==> config.mk <==
export PLATFORM = sky130hd
export DESIGN_NAME = cpu_step_ctrl
export DESIGN_NICKNAME = d
export VERILOG_FILES = /design/src/rtl/cpu_step_ctrl.sv
export SDC_FILE = /design/constraint.sdc
export NUM_CORES = 1
export LEC_CHECK = 0
export ABC_AREA = 1
export CORE_AREA = 2 2 46 48
export CTS_BUF_LIST = sky130_fd_sc_hd__clkbuf_16
export DETAILED_ROUTE_END_ITERATION = 8
export DIE_AREA = 0 0 48 50
export PLACE_DENSITY_LB_ADDON = 0.15
export SYNTH_ARGS = -nofsm -noshare
export SYNTH_HDL_FRONTEND = slang
export SYNTH_SLANG_ARGS = --single-unit
==> constraint.sdc <==
create_clock -name clk -period 1.6 [get_ports clk]
set_input_delay 0.16 -clock clk [delete_from_list [all_inputs] [get_ports clk]]
set_output_delay 0.16 -clock clk [all_outputs]
set_load 0.02 [all_outputs]
==> src/rtl/cpu_step_ctrl.sv <==
// Multi-cycle FETCH/DECODE/EXEC/MEM/WB sequencer for the RV32I core; 3-5 cycles per instruction with zero-wait memories,
// stalls in FETCH/MEM until imem_ready/dmem_ready. `define STEP_PERF_CNT_EN adds the instret retirement counter.
module cpu_step_ctrl #(
  parameter bit RESET_RUN = 1'b0
) (
  input  logic       clk,
  input  logic       rst,
  input  logic       run,
  input  logic       step,
  input  logic [6:0] opcode,
  input  logic       branch_taken,
  input  logic       imem_ready,
  input  logic       dmem_ready,
  output logic       imem_req,
  output logic       ir_we,
  output logic       dmem_req,
  output logic       dmem_we,
  output logic       reg_write,
  output logic [1:0] wb_sel,
  output logic       alu_src,
  output logic [1:0] alu_op,
  output logic       pc_we,
  output logic [1:0] pc_sel,
  output logic [2:0] state,
  output logic       retire,
  output logic       halted,
  output logic       illegal
`ifdef STEP_PERF_CNT_EN
  ,
  output logic [31:0] instret
`endif
);

  typedef enum logic [2:0] {
    S_IDLE   = 3'd0,
    S_FETCH  = 3'd1,
    S_DECODE = 3'd2,
    S_EXEC   = 3'd3,
    S_MEM    = 3'd4,
    S_WB     = 3'd5,
    S_HALT   = 3'd6
  } state_t;

  typedef enum logic [2:0] {
    C_R, C_I, C_LOAD, C_STORE, C_BRANCH, C_JAL, C_JALR
  } cls_t;

  state_t cur, nxt;
  cls_t   cls, dec_cls;
  logic   dec_legal, dec_ecall;

  always_comb begin
    dec_cls   = C_R;
    dec_legal = 1'b1;
    dec_ecall = 1'b0;
    case (opcode)
      7'b0110011: dec_cls = C_R;
      7'b0010011: dec_cls = C_I;
      7'b0000011: dec_cls = C_LOAD;
      7'b0100011: dec_cls = C_STORE;
      7'b1100011: dec_cls = C_BRANCH;
      7'b1101111: dec_cls = C_JAL;
      7'b1100111: dec_cls = C_JALR;
      7'b1110011: begin
        dec_legal = 1'b0;
        dec_ecall = 1'b1;
      end
      default:    dec_legal = 1'b0;
    endcase
  end

  // Class is latched in DECODE so later stages do not depend on the IR holding still.
  always_ff @(posedge clk or negedge rst) begin
    if (!rst) begin
      if (RESET_RUN) cur <= S_FETCH;
      else           cur <= S_IDLE;
      cls     <= C_R;
      halted  <= 1'b0;
      illegal <= 1'b0;
    end else begin
      cur <= nxt;
      if (cur == S_DECODE) begin
        cls <= dec_cls;
        if (!dec_legal) begin
          halted  <= 1'b1;
          illegal <= !dec_ecall;
        end
      end
    end
  end

  always_comb begin
    nxt       = cur;
    imem_req  = 1'b0;
    ir_we     = 1'b0;
    dmem_req  = 1'b0;
    dmem_we   = 1'b0;
    reg_write = 1'b0;
    wb_sel    = 2'b00;
    alu_src   = 1'b0;
    alu_op    = 2'b00;
    pc_we     = 1'b0;
    pc_sel    = 2'b00;
    retire    = 1'b0;
    case (cur)
      S_IDLE: begin
        if (run || step) nxt = S_FETCH;
      end
      S_FETCH: begin
        // Gated by rst so a RESET_RUN build keeps the request low while held in reset.
        imem_req = rst;
        if (imem_ready) begin
          ir_we = rst;
          nxt   = S_DECODE;
        end
      end
      S_DECODE: begin
        nxt = dec_legal ? S_EXEC : S_HALT;
      end
      S_EXEC: begin
        case (cls)
          C_R: begin
            alu_op = 2'b10;
            nxt    = S_WB;
          end
          C_I: begin
            alu_src = 1'b1;
            alu_op  = 2'b11;
            nxt     = S_WB;
          end
          C_LOAD, C_STORE: begin
            alu_src = 1'b1;
            nxt     = S_MEM;
          end
          C_BRANCH: begin
            alu_op = 2'b01;
            pc_we  = 1'b1;
            pc_sel = branch_taken ? 2'b01 : 2'b00;
            retire = 1'b1;
            nxt    = run ? S_FETCH : S_IDLE;
          end
          default: nxt = S_WB;
        endcase
      end
      S_MEM: begin
        dmem_req = 1'b1;
        dmem_we  = (cls == C_STORE);
        if (dmem_ready) begin
          if (cls == C_STORE) begin
            pc_we  = 1'b1;
            retire = 1'b1;
            nxt    = run ? S_FETCH : S_IDLE;
          end else begin
            nxt = S_WB;
          end
        end
      end
      S_WB: begin
        reg_write = 1'b1;
        retire    = 1'b1;
        pc_we     = 1'b1;
        if (cls == C_LOAD)                        wb_sel = 2'b01;
        else if (cls == C_JAL || cls == C_JALR)   wb_sel = 2'b10;
        if (cls == C_JAL)       pc_sel = 2'b01;
        else if (cls == C_JALR) pc_sel = 2'b10;
        nxt = run ? S_FETCH : S_IDLE;
      end
      S_HALT: nxt = S_HALT;
      default: nxt = S_IDLE;
    endcase
  end

  assign state = cur;

`ifdef STEP_PERF_CNT_EN
  always_ff @(posedge clk or negedge rst) begin
    if (!rst)        instret <= 32'd0;
    else if (retire) instret <= instret + 32'd1;
  end
`endif

endmodule

# Word level (Yosys, flattened, before mapping)
# Cells that the tools add are included.
# classes
n_eq_ne,23
n_mux,33
n_bitwise,1
n_reduce_logical,10
# ops
op,n
7-bit == test (second input constant),4
3-bit case mux with 7 select lines,1
3-bit == test (second input constant),6
3-bit case mux with 6 select lines,1
1-bit 2-to-1 mux,16
3-bit 2-to-1 mux,5
7-bit by 6-bit == test with 1-bit output (second input constant),2
3-bit by 2-bit == test with 1-bit output (second input constant),4
2-bit 2-to-1 mux,6
7-bit by 2-bit == test with 1-bit output (second input constant),1
7-bit by 5-bit == test with 1-bit output (second input constant),1
7-bit OR reduction,1
3-bit by 1-bit == test with 1-bit output (second input constant),2
3-bit zero test,2
2-bit != test (second input constant),3
2-bit case mux with 3 select lines,1
3-bit case mux with 2 select lines,1
2-bit case mux with 2 select lines,1
1-bit case mux with 3 select lines,1
3-bit AND reduction,1
3-bit OR reduction,1
1-bit logical OR,2
2-bit AND reduction,1
2-bit OR reduction,1
2 further kinds,2
# totals
reg_bits,8
in_bits,14
output_inout_bits,19

# Logic depth before layout (Yosys ltp)
# Gate-level depths: netlist of the first run.
# logic_depth
ltp_word,5
mapped_depth,9

# Least setup slack after synthesis of the first run
# No wires, ideal clock.
# synth_timing
kind,register -> output
start,"reg cur[2], in the netlist state[2]"
end,out wb_sel[0]
arrival_time_ns,1.653
required_time_ns,1.440
path_slack_ns,-0.213
stages_incl_launch_ff,5
n_path_buf,0
path_cell_list,dfrtp_1 nand2_2 nor2_2 inv_2 nor4_1
# synth_via
elab_chain_len,2
# synth_lines
element,line_no,source
from (decl),48,"state_t cur, nxt;"
from (signal assigned),81,cur <= nxt;
3-bit == test,105,case (cur)
2-bit 2-to-1 mux,105,
to (decl),19,"output logic [1:0] wb_sel,"
# Every way passes these cells.

# Worst setup path in the final report of the first run
# layout_timing
start,"reg cur[2], in the netlist state[2]"
end,out state[2]
# layout_lines
element,line_no,source
to (decl),24,"output logic [2:0] state,"
# No word-level cell between the ends.

==> load_flow_metrics.sql, run 1 <==
INSERT INTO impl_metrics (metric_group, metric, value, unit) VALUES
('setup_path', 'timing.rr.end', 'state[0]$_DFFE_PN0P_', ''),
('clock_tree', 'clock_sinks', '8', ''),
('setup_path', 'r2r_start', 'cls[2]$_DFFE_PN0P_', ''),
('clock_tree', 'clock_insertion_delay_worst_skew', '0.23', 'ns'),
('setup_path', 'setup.worst_path.start', 'state[2]$_DFFE_PN0P_', ''),
('placed_design', 'port_buffers', '32', ''),
('setup_path', 'critical_path_peak_fanout', '4', ''),
('floorplan', 'core_area', '1900', 'um2'),
('final_layout', 'finish.net_count', '178', ''),
('clock_tree', 'cts_max_level', '1', ''),
('timing', 'timing_max_transition_violations_final', '0', ''),
('setup_path', 'critPathCapture', 'state[2]', ''),
('setup_path', 'critPathCaptureType', 'output port', ''),
('route', 'detail_route.first_pass.iterations', '4', ''),
('route', 'drt_iter0_markers', '17', ''),
('pwr', 'powerDensity', '1510', 'nW/um2'),
('timing', 'max_slew_headroom', '83.6', '%'),
('placed_design', 'place_hpwl', '1.62', 'mm'),
('route', 'avgRoutedWirePerCell', '10.8', 'um'),
('setup_path', 'cp-start-kind', 'register', ''),
('setup_path', 'critPathSlowestCell', 'clkdlybuf4s50_1', ''),
('floorplan', 'initial_core_utilization', '37.1', '%'),
('synth', 'synth-seq-cells', '8', ''),
('global_routing', 'initial_antenna_violation_count', '0', ''),
('pwr', 'vdd_ir_drop_max', '0.914', 'mV'),
('final_layout', 'share_of_cells_above_drive_strength_1', '45.7', '%'),
('placed_design', 'postPlaceCellArea', '1250', 'um2'),
('global_routing', 'globalRoute.totalOverflow', '0', ''),
('timing', 'final.setup_skew', '0.00160', 'ns'),
('setup_path', 'worstRegToRegCells', '9', ''),
('route', 'wl', '2.05', 'mm'),
('placed_design', 'gp_routability_congestion', '0.751', ''),
('synth', 'syn-instance-count', '103', ''),
('floorplan', 'floorplan.die_area', '2400', 'um2'),
('route', 'vias_per_cell', '4.57', ''),
('setup_path', 'timing_worst_setup_path_type', 'register to output port', ''),
('pwr', 'leakage', '0.000621', 'uW'),
('timing', 'report.final.hold_viol_count', '0', ''),
('synth', 'yosysTopAreaCellShare', '28.4', '%'),
('timing', 'setup_viol_count_final', '0', ''),
('final_layout', 'layout_overhead_on_the_synthesized_area', '86.5', '%'),
('global_routing', 'grt_pass1_wl', '3.37', 'mm'),
('route', 'remaining_drc_errors', '0', ''),
('synth', 'yosysWarningCount', '0', ''),
('timing', 'timing.fmax', '648', 'MHz'),
('synth', 'yosysSeqAreaShare', '28.4', '%'),
('clock_tree', 'cts-hold-fix-buffers', '0', ''),
('clock_tree', 'cts_tree', 'done', ''),
('clock_tree', 'clock-root-buffer', 'clkbuf_16', ''),
('synth', 'cell_with_the_most_instances_after_synthesis', 'nand2_1', ''),
('setup_path', 'critPathBufInv', '2', ''),
('synth', 'syn_area', '706', 'um2'),
('route', 'ant_nets', '0', ''),
('setup_path', 'ff2ff_setup_slack', '0.19', 'ns'),
('clock_tree', 'cts-buffers-inserted', '3', ''),
('worst_hold_path', 'min_path_type', 'primary input to asynchronous set/reset pin', ''),
('clock_tree', 'clk_transition_reported_paths', '0.04', 'ns'),
('flow_run', 'max-cap-violations', '0', ''),
('setup_path', 'crit_chain', 'buf_4, clkdlybuf4s50_1', ''),
('timing', 'layout_min_cycle_time', '1.54', 'ns'),
('floorplan', 'chipWidth', '48', 'um'),
('timing', 'post-route-period-util', '96.4', '%'),
('synth', 'yosysUniqueCellTypes', '25', ''),
('setup_path', 'critPathMaxStageDelay', '0.60', 'ns'),
('synth', 'avgSynthCellArea', '6.85', 'um2'),
('outcome', 'status', 'complete, no violations', ''),
('global_routing', 'grt_max_degree', '9', ''),
('final_layout', 'insertedDiodeCount', '0', ''),
('synth', 'synth_async_sr_flop_share', '100', '%'),
('synth', 'synth.largest_area_cell', 'dfrtp_1', ''),
('timing', 'rsz0062_at_grt', 'yes', '');
## metrics by stage
stage / hold slack (ns) / instances / worst slack (ns) / util, % / TNS, ns
2_1_floorplan: -0.136 / 103 / 0.00630 / - / 0
3_3_place_gp: 0.447 / 184 / -0.140 / 65.9 / -0.700
3_5_place_dp: 0.457 / 184 / -0.185 / 65.9 / -1.07
4_1_cts: 0.311 / 189 / 0.00182 / 69.9 / 0
5_1_grt: 0.324 / 189 / -0.0122 / 69.2 / -0.0163
6_report: 0.301 / 189 / 0.0570 / 69.2 / 0
## worst register-to-register path: cells and delay by family, from the launching register on
family	cells	cell delay [ns]
flops	1	0.44
buf+inv	2	0.28
simple gates	7	0.57
## metal layers
| layer | vias to the layer above | wire length [um] | part of all wire (%) | global-route usage (%) |
|---|---|---|---|---|
| met5 | - | 0 | 0 | 0 |
| met3 | 4 | 130 | 6.3 | 3.66 |
| met2 | 27 | 1110 | 54 | 35.6 |
| li1 | 451 | - | - | - |
| met4 | 0 | 43 | 2.1 | 10.4 |
| met1 | 381 | 768 | 37 | 20.2 |
## state kept, by name, indices dropped and copies added (netlist names)
name,flops
cls,3
halted,1
illegal,1
state,3
## where the power goes
group / total (uW) / internal [uW] / leakage, uW / switching, uW
Clock: 414 / 322 / 0.0000370 / 92.7
Sequential: 361 / 282 / 0.0000948 / 78.9
Combinational: 1210 / 570 / 0.000489 / 637
Total: 1980 / 1170 / 0.000621 / 809
## cell usage in the layout (no fill, tap or decap), types with 4 or more instances in the layout
master            n
o21ai_0           4
nand2_1          21
nor2_4            5
inv_1             9
nand2_2           5
nor2_1            8
clkbuf_2          4
clkdlybuf4s50_1  18
inv_2            10
buf_4            29
dfrtp_1           5
nand3_1           8
buf_2             4
## worst min path at each step
| stage | slack (ns) | cells after the start | to |
|---|---|---|---|
| floorplan | -0.14 | 0 | cls[0]$_DFFE_PN0P_ |
| CTS | 0.31 | 2 | illegal$_DFFE_PN0P_ |
| global route | 0.32 | 2 | halted$_DFFE_PN0P_ |
| detailed placement | 0.46 | 2 | halted$_DFFE_PN0P_ |
| finish | 0.30 | 2 | cls[1]$_DFFE_PN0P_ |
| global placement | 0.45 | 2 | halted$_DFFE_PN0P_ |
## final cells by class
class                           count  area [um2]
Fill cell                         161         586
Timing Repair Buffer               57         455
Multi-Input combinational cell     75         477
Sequential cell                     8         204
Clock buffer                        3        75.1
Inverter                           19        71.3
Tap cell                           27        33.8
## repair_timing
action                                  in CTS  in global routing
setup buffers                                2                  0
endpoints found under the setup margin      14                 11
resized for setup                           38                 19
hold endpoints to repair                     0                  0
pin swaps                                    1                  2
## logic make-up (layout without fill, tap and decap cells)
logic type / after synthesis / after routing / share of synthesized area (%)
AND/OR/NAND/NOR: 62 / 62 / 47.5
buffers and inverters: 20 / 79 / 11.2
AO/OA/AOI/OAI: 11 / 11 / 10.3
flip-flops: 8 / 8 / 28.4
XOR/XNOR: 1 / 1 / 1.24
multiplexers: 1 / 1 / 1.42
Note: power is estimated with default switching activity, not from simulation.
==> run 2: changes to the inputs <==
--- a/config.mk
+++ b/config.mk
@@ -11,6 +11,7 @@
 export DETAILED_ROUTE_END_ITERATION = 8
 export DIE_AREA = 0 0 48 50
 export PLACE_DENSITY_LB_ADDON = 0.15
+export SLEW_MARGIN = 20
 export SYNTH_ARGS = -nofsm -noshare
 export SYNTH_HDL_FRONTEND = slang
 export SYNTH_SLANG_ARGS = --single-unit
==> results of run 2 <==
The final DEF is identical to that of run 1; final timing and power are the same.
